`config.mk`:
```
export PLATFORM = sky130hd
export DESIGN_NAME = mem_arbiter
export DESIGN_NICKNAME = d
export VERILOG_FILES = /design/src/rtl/mem_arbiter.sv
export SDC_FILE = /design/constraint.sdc
export NUM_CORES = 1
export LEC_CHECK = 0
export CORE_MARGIN = 3
export CORE_UTILIZATION = 46
export DETAILED_ROUTE_END_ITERATION = 10
export PLACE_DENSITY = 0.84
export SLEW_MARGIN = 20
export SYNTH_ARGS = -nofsm -noshare
export SYNTH_HDL_FRONTEND = slang
export SYNTH_SLANG_ARGS = --single-unit
```
`constraint.sdc`:
```
create_clock -name clk -period 4.85 [get_ports clk]
set_input_delay 0.7275 -clock clk [delete_from_list [all_inputs] [get_ports clk]]
set_output_delay 0.7275 -clock clk [all_outputs]
set_load 0.01 [all_outputs]
```
`src/rtl/mem_arbiter.sv`:
```
// Arbitrates fetch and data-load reads onto the single memcontr read port and
// routes in-order responses back to the requester, dropping flushed fetches.
module mem_arbiter #(
    parameter int MAX_OUT = 4,
    parameter int STARVE  = 3,
    parameter int AW      = 16,
    parameter int DW      = 16
) (
    input  logic          clk,
    input  logic          reset,
    input  logic          i_re,
    input  logic [AW-1:0] i_raddr,
    output logic          i_gnt,
    input  logic          d_re,
    input  logic [AW-1:0] d_raddr,
    output logic          d_gnt,
    input  logic          i_flush,
    output logic          mem_re,
    output logic [AW-1:0] mem_raddr,
    input  logic          mem_ready,
    input  logic [AW-1:0] mem_raddr_in,
    input  logic [DW-1:0] mem_data_in,
    output logic          i_ready,
    output logic [AW-1:0] i_raddr_out,
    output logic [DW-1:0] i_data_out,
    output logic          d_ready,
    output logic [AW-1:0] d_raddr_out,
    output logic [DW-1:0] d_data_out,
    output logic          err
);

    localparam int PW = (MAX_OUT > 1) ? $clog2(MAX_OUT) : 1;
    localparam int CW = $clog2(MAX_OUT + 1);
    localparam int SW = $clog2(STARVE + 1);

    logic [MAX_OUT-1:0] r_src;
    logic [MAX_OUT-1:0] r_killed;
    logic [PW-1:0]      r_head;
    logic [PW-1:0]      r_tail;
    logic [CW-1:0]      r_count;
    logic [SW-1:0]      r_starve;

    logic               r_memRe;
    logic [AW-1:0]      r_memRaddr;
    logic               r_iReady;
    logic [AW-1:0]      r_iRaddrOut;
    logic [DW-1:0]      r_iDataOut;
    logic               r_dReady;
    logic [AW-1:0]      r_dRaddrOut;
    logic [DW-1:0]      r_dDataOut;
    logic               r_err;

    logic               w_canIssue;
    logic               w_starved;
    logic               w_iGnt;
    logic               w_dGnt;
    logic               w_push;
    logic               w_pop;
    logic               w_headSrc;
    logic               w_headKilled;
    logic               w_iDeliver;
    logic               w_dDeliver;

    function automatic logic [PW-1:0] nextPtr(input logic [PW-1:0] p);
        return (p == PW'(MAX_OUT - 1)) ? '0 : p + 1'b1;
    endfunction

    // A response popping this cycle frees a slot for the request granted now.
    assign w_canIssue = (r_count < CW'(MAX_OUT)) || mem_ready;
    assign w_starved  = (r_starve == SW'(STARVE));

    always_comb begin
        w_iGnt = 1'b0;
        w_dGnt = 1'b0;
        if (!reset && w_canIssue) begin
            if (i_re && !i_flush && (w_starved || !d_re)) begin
                w_iGnt = 1'b1;
            end else if (d_re) begin
                w_dGnt = 1'b1;
            end
        end
    end

    assign w_push       = w_iGnt || w_dGnt;
    assign w_pop        = mem_ready && (r_count != '0);
    assign w_headSrc    = r_src[r_head];
    assign w_headKilled = r_killed[r_head] || i_flush;
    assign w_dDeliver   = w_pop && w_headSrc;
    assign w_iDeliver   = w_pop && !w_headSrc && !w_headKilled;

    always_ff @(posedge clk) begin
        if (reset) begin
            r_src       <= '0;
            r_killed    <= '0;
            r_head      <= '0;
            r_tail      <= '0;
            r_count     <= '0;
            r_starve    <= '0;
            r_memRe     <= 1'b0;
            r_memRaddr  <= '0;
            r_iReady    <= 1'b0;
            r_iRaddrOut <= '0;
            r_iDataOut  <= '0;
            r_dReady    <= 1'b0;
            r_dRaddrOut <= '0;
            r_dDataOut  <= '0;
            r_err       <= 1'b0;
        end else begin
            r_memRe <= w_push;
            if (w_push) begin
                r_memRaddr <= w_iGnt ? i_raddr : d_raddr;
            end

            // Stale entries get marked too; they are overwritten on push.
            if (i_flush) begin
                r_killed <= r_killed | ~r_src;
            end
            if (w_push) begin
                r_src[r_tail]    <= w_dGnt;
                r_killed[r_tail] <= 1'b0;
                r_tail           <= nextPtr(r_tail);
            end
            if (w_pop) begin
                r_head <= nextPtr(r_head);
            end
            r_count <= r_count + CW'(w_push) - CW'(w_pop);

            r_iReady <= w_iDeliver;
            if (w_iDeliver) begin
                r_iRaddrOut <= mem_raddr_in;
                r_iDataOut  <= mem_data_in;
            end
            r_dReady <= w_dDeliver;
            if (w_dDeliver) begin
                r_dRaddrOut <= mem_raddr_in;
                r_dDataOut  <= mem_data_in;
            end

            if (mem_ready && (r_count == '0)) begin
                r_err <= 1'b1;
            end

            if (!i_re || w_iGnt) begin
                r_starve <= '0;
            end else if (w_dGnt && !w_starved) begin
                r_starve <= r_starve + 1'b1;
            end
        end
    end

    assign i_gnt       = w_iGnt;
    assign d_gnt       = w_dGnt;
    assign mem_re      = r_memRe;
    assign mem_raddr   = r_memRaddr;
    assign i_ready     = r_iReady;
    assign i_raddr_out = r_iRaddrOut;
    assign i_data_out  = r_iDataOut;
    assign d_ready     = r_dReady;
    assign d_raddr_out = r_dRaddrOut;
    assign d_data_out  = r_dDataOut;
    assign err         = r_err;

endmodule
```
### Yosys cells after proc, flatten, opt, wreduce, memory -nomap -nowiden

Index checks and enable logic that the tools add are counted.

| word-level totals | value |
|---|---|
| register bits | 101 |
| logic and storage cells | 74 |
| input bits | 70 |
| output and inout port bits | 86 |

| cells by class | value |
|---|---|
| add/subtract/negate cells | 5 |
| bitwise gates (word level) | 4 |
| reductions and logical operators | 25 |
| magnitude comparators | 4 |
| multiplexer cells | 18 |
| equal/unequal tests | 3 |

Operators with widths:

| kind | count |
|---|---|
| 16-bit two-way mux | 1 |
| 4-bit two-way mux | 3 |
| 1-bit logical AND | 10 |
| 1-bit two-way mux | 8 |
| 4-bit inverter | 2 |
| 1-bit logical NOT | 7 |
| 2-bit by 1-bit adder with 2-bit output, second input constant | 3 |
| 2-bit == test, second input constant | 3 |
| 2-bit by 3-bit less-than comparator with 1-bit output, second input constant | 2 |
| 1-bit logical OR | 5 |
| 4-bit AND | 1 |
| 1-bit binary-select mux with 2-bit select | 2 |
| 4-bit bitwise mux | 1 |
| 2-bit two-way mux | 2 |
| 4-bit bitwise OR | 1 |
| 3-bit by 1-bit adder with 3-bit output | 1 |
| 3-bit logical NOT | 1 |
| 3-bit less-than comparator, second input constant | 1 |
| 3-bit nonzero test | 1 |
| 3-bit by 1-bit subtractor with 3-bit output | 1 |
| 1-bit demux with 2-bit select | 1 |
| 2-bit by 1-bit >= comparator with 1-bit output, second input constant | 1 |
| 2-bit OR reduction | 1 |

### Logic depth before layout (Yosys ltp)

Gate-level depths: netlist of run 1.

| logic depth | value |
|---|---|
| depth in word-level cells | 8 |
| gate-level depth with buffers | 10 |
| depth with buffers taken out | 9 |

### Worst setup path after synthesis of run 1

OpenSTA, ideal clock, no wires.

| timing path | value |
|---|---|
| kind | input -> register |
| start point | input port i_flush |
| end point | register r_count[2] |
| data required time | 4.722 ns |
| setup slack | 2.306 ns |
| stages | 9 |
| arrival time | 2.417 ns |
| cells stage by stage | nand2b_1 -> a211oi_2 -> or2_2 -> nand2_1 -> ha_1 -> fa_1 -> xnor2_1 -> xnor2_1 -> nor2_1 |

| between the ends | value |
|---|---|
| longest elaborated chain between the ends | 8 |
| elaborated cells between the ends (all ways) | 10 |

RTL lines:

| item | line | RTL |
|---|---|---|
| from (decl) | 17 | `input logic i_flush,` |
| 1-bit logical NOT * | 76 | `if (i_re && !i_flush && (w_starved \|\| !d_re)) begin` |
| 1-bit logical AND * (2 in series) | 76 |  |
| 1-bit two-way mux | 76 |  |
| 1-bit two-way mux | 75 | `if (!reset && w_canIssue) begin` |
| 1-bit logical OR * | 84 | `assign w_push = w_iGnt \|\| w_dGnt;` |
| 3-bit by 1-bit adder with 3-bit output * | 126 | `r_count <= r_count + CW'(w_push) - CW'(w_pop);` |
| 3-bit by 1-bit subtractor with 3-bit output * | 126 |  |
| to (signal assigned) | 126 |  |
| to (decl) | 40 | `logic [CW-1:0] r_count;` |

Every way passes the cells marked *; elsewhere a longest branch is shown, timed or not.
A chain may end at the register's enable or synchronous reset.

### Worst setup path after layout of run 1

| timing path | value |
|---|---|
| start point | input port i_flush |
| end point | output port d_gnt |

| between the ends | value |
|---|---|
| longest elaborated chain between the ends | 5 |

RTL lines:

| item | line | RTL |
|---|---|---|
| 1-bit logical NOT | 76 |  |
| 1-bit logical AND (2 in series) | 76 |  |
| 1-bit two-way mux | 76 |  |
| 1-bit two-way mux | 75 |  |
| to (decl) | 16 | `output logic d_gnt,` |

No other way between the ends.

==> metrics.txt, run 1 <==
share of synthesized area occupied by flip-flops and latches 52.0%; reg2reg setup slack 2250 ps; antenna violations before repair 0; number of remaining DRC errors 0; leakage power total 0.00194 uW; initial cell density of the core 48.8%; Placer Congestion 0.814; Critical Path Slowest Stage Cell clkdlybuf4s50_1; type of element capturing the critical path primary output; die outline width 97.9 um; CTS Root Buffer Type clkbuf_8; status completed; Area Growth Syn to Fin 45.9%; leading post-synthesis cells by cell area dfxtp_1, nand2_1, a21oi_1, mux2i_1, a211oi_1; largest net degree at the start of global routing 105; endpoint arrival time on the critical path 2910 ps; register bit count reported by yosys 101; Post-Syn Nets 529; post-synth design cell area 0.00388 mm^2; total count of hold-check failures in the final report 0; Worst path most repeated cell clkdlybuf4s50_1; chain of cells forming the critical path clkdlybuf4s50_1 > and3b_1 > nor4_1 > clkdlybuf4s50_1; vias after detailed routing 3625; register area 0.00202 mm^2; first-pass iteration count of the detailed router 4; mean instance size in the synthesized netlist 8.61 um^2; global-route wire length before repair 16.6 mm; Post-Synth Adder-Cell Area 2.77%; most instantiated flip-flop cell in the synthesis netlist dfxtp_1; Num Clock Sinks 101; mux cell area share after synthesis 6.31%; Clock Latency Late Sink 350 ps; number of vias per cell after detailed routing 5.21; maximum clock frequency 0.275 GHz; slew at the pin closest to its max-slew limit 1080 ps; number of global-route vias before repair 3557; maximum vdd drop 0.144 mV; number of buffers on the longest clock path 2; final worst setup slack 1210 ps; core outline area 0.00797 mm^2; largest fanout on the critical path 8; fraction of layout instances using a drive strength above 1 5.05%; library cell occupying the most area in the post-synthesis netlist dfxtp_1; setup bufs post-CTS 0; total half-perimeter wirelength after legalization and detailed placement 7.03 mm; combinational family with the most area after synthesis simple AND/OR/NAND/NOR gates; capture endpoint of the worst hold path i_raddr_out[13]$_SDFFE_PP0P_; worst setup skew after layout 12.1 ps; number of input and output port buffers inserted 155; number of endpoints failing setup at the final stage 0; largest stage delay on the critical path 690 ps; worst path required time 4120 ps; RSZ-0062 raised after global routing no; number of enable flip-flop cells after synthesis 0; Syn. warnings 0; clock-pin transition on the worst setup and hold timing paths 90 ps; final-layout setup total negative slack 0 ps; remaining antenna violation count 0; number of resized instances in the post-cts repair step 0; number of buffers added to fix hold violations after cts 0; RR Endpoint r_count[2]$_SDFF_PP0_; Overall Global Routing Usage 20.7%; routed wirelength normalized by instance count 14.3 um; worst setup timing slack at the placement stage 1230 ps; Synth async-reset ratio 0%; worst slew margin relative to its limit 27.9%; GRT Residual Overflow 0; count of nets after finishing 668; Slew Limit Fails 0; count of inserted antenna diode cells 0; initial detailed-routing violation count 127; total die area 0.00958 mm^2; Worst Setup Path Type in2out; XOR/XNOR share of the synthesized area 0.676%; kind of start point of the critical path primary input; CTS H-tree depth 3; area share of the largest cell type after synthesis 52.0%; Hold Path Origin i_raddr_out[13]$_SDFFE_PP0P_; multi-input combinational cell area 0.00170 mm^2; area fraction in compound gates after synthesis 15.0%; number of clock buffers inserted by TritonCTS 9; clock tree from TritonCTS done; Worst Hold Path Cells 2; number of instances in the synthesized netlist 451; classification of the worst-slack hold path reg2reg; worst reg-to-reg path cell count 10; final critical-path required period 3640 ps; Vert. Die Dim 97.9 um; power density over cell area 354 mW/mm^2; area fraction in and, or, nand and nor cells after synthesis 18.3%; Critical R2R Launch r_count[2]$_SDFF_PP0_; total of max-cap violations 0; I/O pin cnt 156; distinct cell type count after synthesis 28; Filler Cell Count 617; final clock period utilization by the worst path 75.0%; drt total wl 9.99 mm; crit path launch i_flush; number of cell rows 32
-- critical path: cells and delay by family --
family        cells  cell delay, ps
buf+inv           2            1330
simple gates      2             850
-- layout by cell type (no fill, tap or decap), drive strengths merged --
cell type,Yosys,final
clkdlybuf4s50,0,154
nand2,134,134
dfxtp,101,101
a21oi,74,74
nor2,25,25
a211oi,21,21
mux2i,20,20
clkbuf,22,10
inv,9,9
ha,7,7
buf,10,6
a21o,4,4
nor2b,4,4
xnor2,3,3
clkinvlp,0,3
nor4,3,3
nand2b,2,2
mux4,2,2
nor3,2,2
nor4b,2,2
and3b,1,1
a2111oi,1,1
o31ai,1,1
or2,1,1
or4,1,1
fa,1,1
clkinv,0,1
bufinv,0,1
-- registers in the layout, indices dropped and copies added (netlist names) --
register     count
i_raddr_out     16
mem_raddr       16
d_ready          1
d_data_out      16
r_count          3
r_killed         4
r_src            4
r_head           2
i_data_out      16
err              1
r_starve         2
i_ready          1
mem_re           1
d_raddr_out     16
r_tail           2
-- power by group --
group          leakage, uW  internal [uW]  switching (uW)
Clock            0.0000906            251             275
Sequential        0.000822            911            56.2
Combinational      0.00103            263             247
Total              0.00194           1430             579
-- layer usage --
| metal | share of wire, % | up-vias | track usage [%] | routed length (um) |
|---|---|---|---|---|
| li1 | - | 1773 | - | - |
| met1 | 41 | 1661 | 24.7 | 4110 |
| met2 | 48 | 177 | 36.0 | 4780 |
| met3 | 9.4 | 14 | 5.71 | 943 |
| met4 | 1.6 | 0 | 6.92 | 156 |
| met5 | 0 | - | 0 | 0 |
-- how the worst max path moves through the flow --
stage | slack, ps | cells past startpoint | endpoint
global placement | 1250 | 4 | d_gnt
floorplan | 2310 | 9 | r_count[2]$_SDFF_PP0_
global route | 1000 | 4 | d_gnt
detailed placement | 1230 | 11 | r_count[2]$_SDFF_PP0_
finish | 1210 | 4 | d_gnt
CTS | 1180 | 4 | d_gnt
-- cell usage after synthesis (3+ instances only) --
cell type and number:
clkbuf_1 22, ha_1 7, nor2b_1 4, a21oi_1 74, nand2_1 134, xnor2_1 3, inv_1 9, a211oi_1 20
buf_6 3, dfxtp_1 101, mux2i_1 20, buf_2 5, nor2_1 25, a21o_1 4
-- per-stage QoR --
stage               std cells  total power (uW)  hold WS (ps)  util [%]  cell area, um^2
finish                    696              2000           456      71.1             5670
global placement          681              1470           441      68.6             5470
CTS                       696              2020           460      71.1             5670
detailed placement        681              1500           447      68.6             5470
global route              696              2110           479      71.1             5670
floorplan                 451              1260           481         -             3880
-- logic make-up after synthesis --
group	after synthesis
flops	101
mux	22
simple gates	175
compound gates	101
fa+ha+maj	8
buf+inv	41
xor+xnor	3
-- area by class of cell --
type                       instances  share of cell area (%)
clock inverter                     5                    1.08
clock buffer                      10                    2.43
inverter                           9                   0.596
timing repair buffer             160                    28.0
tap                              102                    2.25
sequential                       101                    35.7
multi-input combinational        309                    30.0
Power figures use the tool's default switching activity.
==> inputs of run 2 (changes only) <==
CORE_UTILIZATION = 39   (was 46)
PLACE_DENSITY = 0.76   (was 0.84)
clock period = 3.01 ns   (was 4.85 ns; I/O delays follow)
==> metrics.txt, run 2 (synthesized netlist as in run 1, its figures left out) <==
Num Clock Sinks 101; power density over cell area 566 mW/mm^2; Filler Cell Count 828; largest stage delay on the critical path 650 ps; Vert. Die Dim 106 um; number of buffers added to fix hold violations after cts 0; final core utilization 60.8%; switching share of total power 29.3%; Non-Filler Cell Area, Final 0.00576 mm^2; share of total power in sequential cells 47.7%; final critical-path required period 2660 ps; global-route wire length before repair 16.4 mm; drt total wl 10.0 mm; Slew Limit Fails 0; Worst Setup Path Type in2out; kind of start point of the critical path primary input; commonest cells after routing, fill and taps aside clkdlybuf4s50_1, nand2_1, dfxtp_1, a21oi_1, nor2_1; chain of cells forming the critical path clkdlybuf4s50_1 > nor2b_1 > nor4_1 > clkdlybuf4s50_1; Net Switching 955 uW; total half-perimeter wirelength after legalization and detailed placement 7.31 mm; status completed; Combinational Power Share 25.8%; Clock power frac 26.4%; antenna violations before repair 0; core outline area 0.00946 mm^2; I/O pin cnt 156; largest net degree at the start of global routing 73; slew at the pin closest to its max-slew limit 762 ps; total count of hold-check failures in the final report 0; number of global-route vias before repair 3407; Inst Count DP 712; remaining antenna violation count 0; final worst hold slack 458 ps; number of remaining DRC errors 0; cell-internal power 2300 uW; clock-pin transition on the worst setup and hold timing paths 90 ps; total of max-cap violations 0; number of input and output port buffers inserted 155; number of resized instances in the post-cts repair step 0; number of clock buffers inserted by TritonCTS 9; worst setup skew after layout 14.8 ps; Cell Area, Placed 0.00556 mm^2; Final Instance Count excl. Fillers 728; worst slew margin relative to its limit 48.9%; vias after detailed routing 3548; initial detailed-routing violation count 124; largest fanout on the critical path 4; fraction of layout instances using a drive strength above 1 5.51%; RSZ-0062 raised after global routing no; CTS Root Buffer Type clkbuf_8; count of inserted antenna diode cells 0; maximum clock frequency 0.376 GHz; first-pass iteration count of the detailed router 4; final clock period utilization by the worst path 88.3%; number of cell rows 35; Critical Path Slowest Stage Cell clkdlybuf4s50_1; setup bufs post-CTS 0; clock tree from TritonCTS done; Area Growth Syn to Fin 48.1%; leakage power total 0.00197 uW; final-layout setup total negative slack 0 ps; number of vias per cell after detailed routing 4.87; maximum vdd drop 0.252 mV; total die area 0.0112 mm^2; Clock Latency Late Sink 360 ps; classification of the worst-slack hold path reg2reg; CTS H-tree depth 3; Worst path most repeated cell clkdlybuf4s50_1; GRT Residual Overflow 0; die outline width 106 um; routed wirelength normalized by instance count 13.8 um; type of element capturing the critical path primary output; Placer Congestion 0.772; number of buffers on the longest clock path 2; Overall Global Routing Usage 18.0%; most frequent standard cell in the layout excluding fill and tap cells clkdlybuf4s50_1; initial cell density of the core 41.1%; count of nets after finishing 672; worst path required time 2560 ps; endpoint arrival time on the critical path 2210 ps; number of endpoints failing setup at the final stage 0
==> run 2: changes by cell type in the layout (fill, tap and decap cells not counted), sizes merged <==
| cell | delta |
|---|---|
| buf | +4 |
| clkinv | +1 |
| clkinvlp | -1 |
| inv | +1 |
==> run 2: worst paths after layout <==
kind | startpoint | endpoint | slack (ps) | depth (start not counted)
setup / recovery | mem_ready | d_gnt | 350 | 4
hold / removal | i_data_out[14]$_SDFFE_PP0P_ | i_data_out[14]$_SDFFE_PP0P_ | 460 | 2
setup reg to reg | r_count[1]$_SDFF_PP0_ | r_count[2]$_SDFF_PP0_ | 600 | 8
hold reg to reg | i_data_out[14]$_SDFFE_PP0P_ | i_data_out[14]$_SDFFE_PP0P_ | 460 | 2
==> run 2: area by class of cell <==
type / count / area, um^2 / area share [%]
inverters: 9 / 33.8 / 0.587
well taps: 129 / 161 / 2.80
flip-flops and latches: 101 / 2020 / 35.1
repair buffers: 164 / 1640 / 28.5
multi-input cells: 309 / 1700 / 29.5
clock inverters: 6 / 71.3 / 1.24
clock buffers: 10 / 128 / 2.22
==> run 2: layer usage <==
layer	up-vias	wire [um]	track usage (%)	share of wire, %
li1	1788	-	-	-
met1	1609	4240	21.5	42
met2	130	4760	29.9	47
met3	21	784	5.27	7.8
met4	0	261	8.23	2.6
met5	-	0	0	0
==> run 2: power groups by stage <==
| stage | clock network (uW) | logic (uW) | registers (uW) |
|---|---|---|---|
| 2_1_floorplan | 0 | 404 | 1620 |
| 3_3_place_gp | 0 | 825 | 1580 |
| 3_5_place_dp | 0 | 844 | 1590 |
| 4_1_cts | 883 | 851 | 1560 |
| 5_1_grt | 928 | 933 | 1570 |
| 6_report | 861 | 841 | 1560 |
==> run 2: critical path: cells and delay by family <==
kind	cells	cell delay, ps
buffers and inverters	2	1180
AND/OR/NAND/NOR	2	580
==> run 2: through the flow <==
| step | total power, uW | setup slack (ps) |
|---|---|---|
| finish | 3260 | 352 |
| global placement | 2410 | 364 |
| detailed placement | 2430 | 311 |
| CTS | 3290 | 341 |
| floorplan | 2020 | 742 |
| global route | 3430 | 181 |
==> inputs of run 3 (changes only) <==
--- a/constraint.sdc
+++ b/constraint.sdc
@@ -3,2 +3,2 @@
 set_output_delay 0.4515 -clock clk [all_outputs]
-set_load 0.01 [all_outputs]
+set_load 0.005 [all_outputs]
==> metrics.txt, run 3 (synthesized netlist as in run 1, its figures left out) <==
status completed; vias after detailed routing 3575; Net Switching 911 uW; number of clock buffers inserted by TritonCTS 9; Vert. Die Dim 106 um; number of cell rows 35; I/O pin cnt 156; worst setup skew after layout 13.2 ps; maximum vdd drop 0.298 mV; Worst Hold Path Cells 2; antenna violations before repair 0; drt total wl 10.1 mm; Filler Cell Count 861; Num Clock Sinks 101; worst slew margin relative to its limit 51.3%; count of nets after finishing 673; final clock period utilization by the worst path 88.2%; total die area 0.0112 mm^2; core outline area 0.00946 mm^2; CTS Root Buffer Type clkbuf_8; number of remaining DRC errors 0; classification of the worst-slack hold path reg2reg; leakage power total 0.00196 uW; setup bufs post-CTS 0; type of element capturing the critical path primary output; number of vias per cell after detailed routing 4.90; worst path required time 2560 ps; final critical-path required period 2660 ps; die outline width 106 um; Overall Global Routing Usage 17.7%; Clock Latency Late Sink 350 ps; maximum clock frequency 0.377 GHz; first-pass iteration count of the detailed router 4; power density over cell area 545 mW/mm^2; switching share of total power 29.3%; number of resized instances in the post-cts repair step 0; final-layout setup total negative slack 0 ps; reg2reg setup slack 600 ps; number of buffers on the longest clock path 2; Area Growth Syn to Fin 47.1%; Combinational Power Share 25.1%; Non-Filler Cell Area, Final 0.00571 mm^2; number of input and output port buffers inserted 155; number of buffers added to fix hold violations after cts 0; Clock power frac 25.0%; number of endpoints failing setup at the final stage 0; fraction of layout instances using a drive strength above 1 5.67%; global-route wire length before repair 16.3 mm; largest net degree at the start of global routing 65; largest fanout on the critical path 4; Slew Limit Fails 0; Worst path most repeated cell clkdlybuf4s50_1; routed wirelength normalized by instance count 13.9 um; multi-input combinational cell area 0.00170 mm^2; total half-perimeter wirelength after legalization and detailed placement 7.32 mm; Cell Area, Placed 0.00554 mm^2; chain of cells forming the critical path clkdlybuf4s50_1 > nor2b_1 > nor4_1 > clkdlybuf4s50_1; largest stage delay on the critical path 610 ps; commonest cells after routing, fill and taps aside clkdlybuf4s50_1, nand2_1, dfxtp_1, a21oi_1, nor2_1; Placer Congestion 0.777; count of inserted antenna diode cells 0; GRT Residual Overflow 0; initial detailed-routing violation count 100; share of total power in sequential cells 49.9%; total of max-cap violations 0; most frequent standard cell in the layout excluding fill and tap cells clkdlybuf4s50_1; register area 0.00202 mm^2; cell-internal power 2200 uW; total count of hold-check failures in the final report 0; Worst Setup Path Type in2out; worst reg-to-reg path cell count 8; initial cell density of the core 41.1%; clock tree from TritonCTS done; remaining antenna violation count 0; Critical Path Slowest Stage Cell clkdlybuf4s50_1; kind of start point of the critical path primary input; slew at the pin closest to its max-slew limit 727 ps; clock-pin transition on the worst setup and hold timing paths 90 ps; RSZ-0062 raised after global routing no; number of global-route vias before repair 3442; CTS H-tree depth 3; endpoint arrival time on the critical path 2200 ps
## run 3: cell count changes in the layout (fill, tap and decap cells not counted)
cell,delta
clkinv_4,+1
clkinvlp_4,-1
clkinv_2,+1
buf_4,+3
bufinv_16,-1
buf_12,-2
## run 3: power groups by stage
stage                     Clock, uW  Sequential (uW)  Combinational (uW)
after global placement            0             1580                 772
final                           777             1550                 782
after detailed placement          0             1590                 795
after global routing            853             1570                 874
after CTS                       800             1560                 798
after floorplan                   0             1580                 403
## run 3: path summary, 6_finish.rpt
kind,startpoint,endpoint
max,mem_ready,d_gnt
max reg2reg,r_count[1]$_SDFF_PP0_,r_count[2]$_SDFF_PP0_
min,i_data_out[2]$_SDFFE_PP0P_,i_data_out[2]$_SDFFE_PP0P_
min reg2reg,i_data_out[2]$_SDFFE_PP0P_,i_data_out[2]$_SDFFE_PP0P_
## run 3: final cells by class
cell class	instances	share of cell area, %
multi-input cells	309	29.7
well taps	129	2.82
flip-flops and latches	101	35.4
inverters	9	0.591
repair buffers	165	28.4
clock buffers	10	2.23
clock inverters	6	0.832
## run 3: worst max-delay path: cells and delay by family
kind | cells | cell delay [ps]
buf+inv | 2 | 1140
simple gates | 2 | 620
## run 3: metal layers
layer / vias up / routed length (um) / track usage, % / share of wire [%]
met1: 1637 / 4320 / 21.5 / 43
met5: - / 0 / 0 / 0
li1: 1790 / - / - / -
met4: 0 / 142 / 6.20 / 1.4
met2: 134 / 4860 / 29.8 / 48
met3: 14 / 822 / 5.14 / 8.1
## run 3: per-stage QoR
step	utilization [%]	setup slack, ps	std cells	hold WS, ps	total power, uW
global route	60.4	236	729	472	3300
floorplan	-	742	451	453	1990
global placement	58.6	336	713	441	2350
finish	60.4	354	729	457	3110
CTS	60.4	316	729	459	3150
detailed placement	58.6	269	713	446	2380
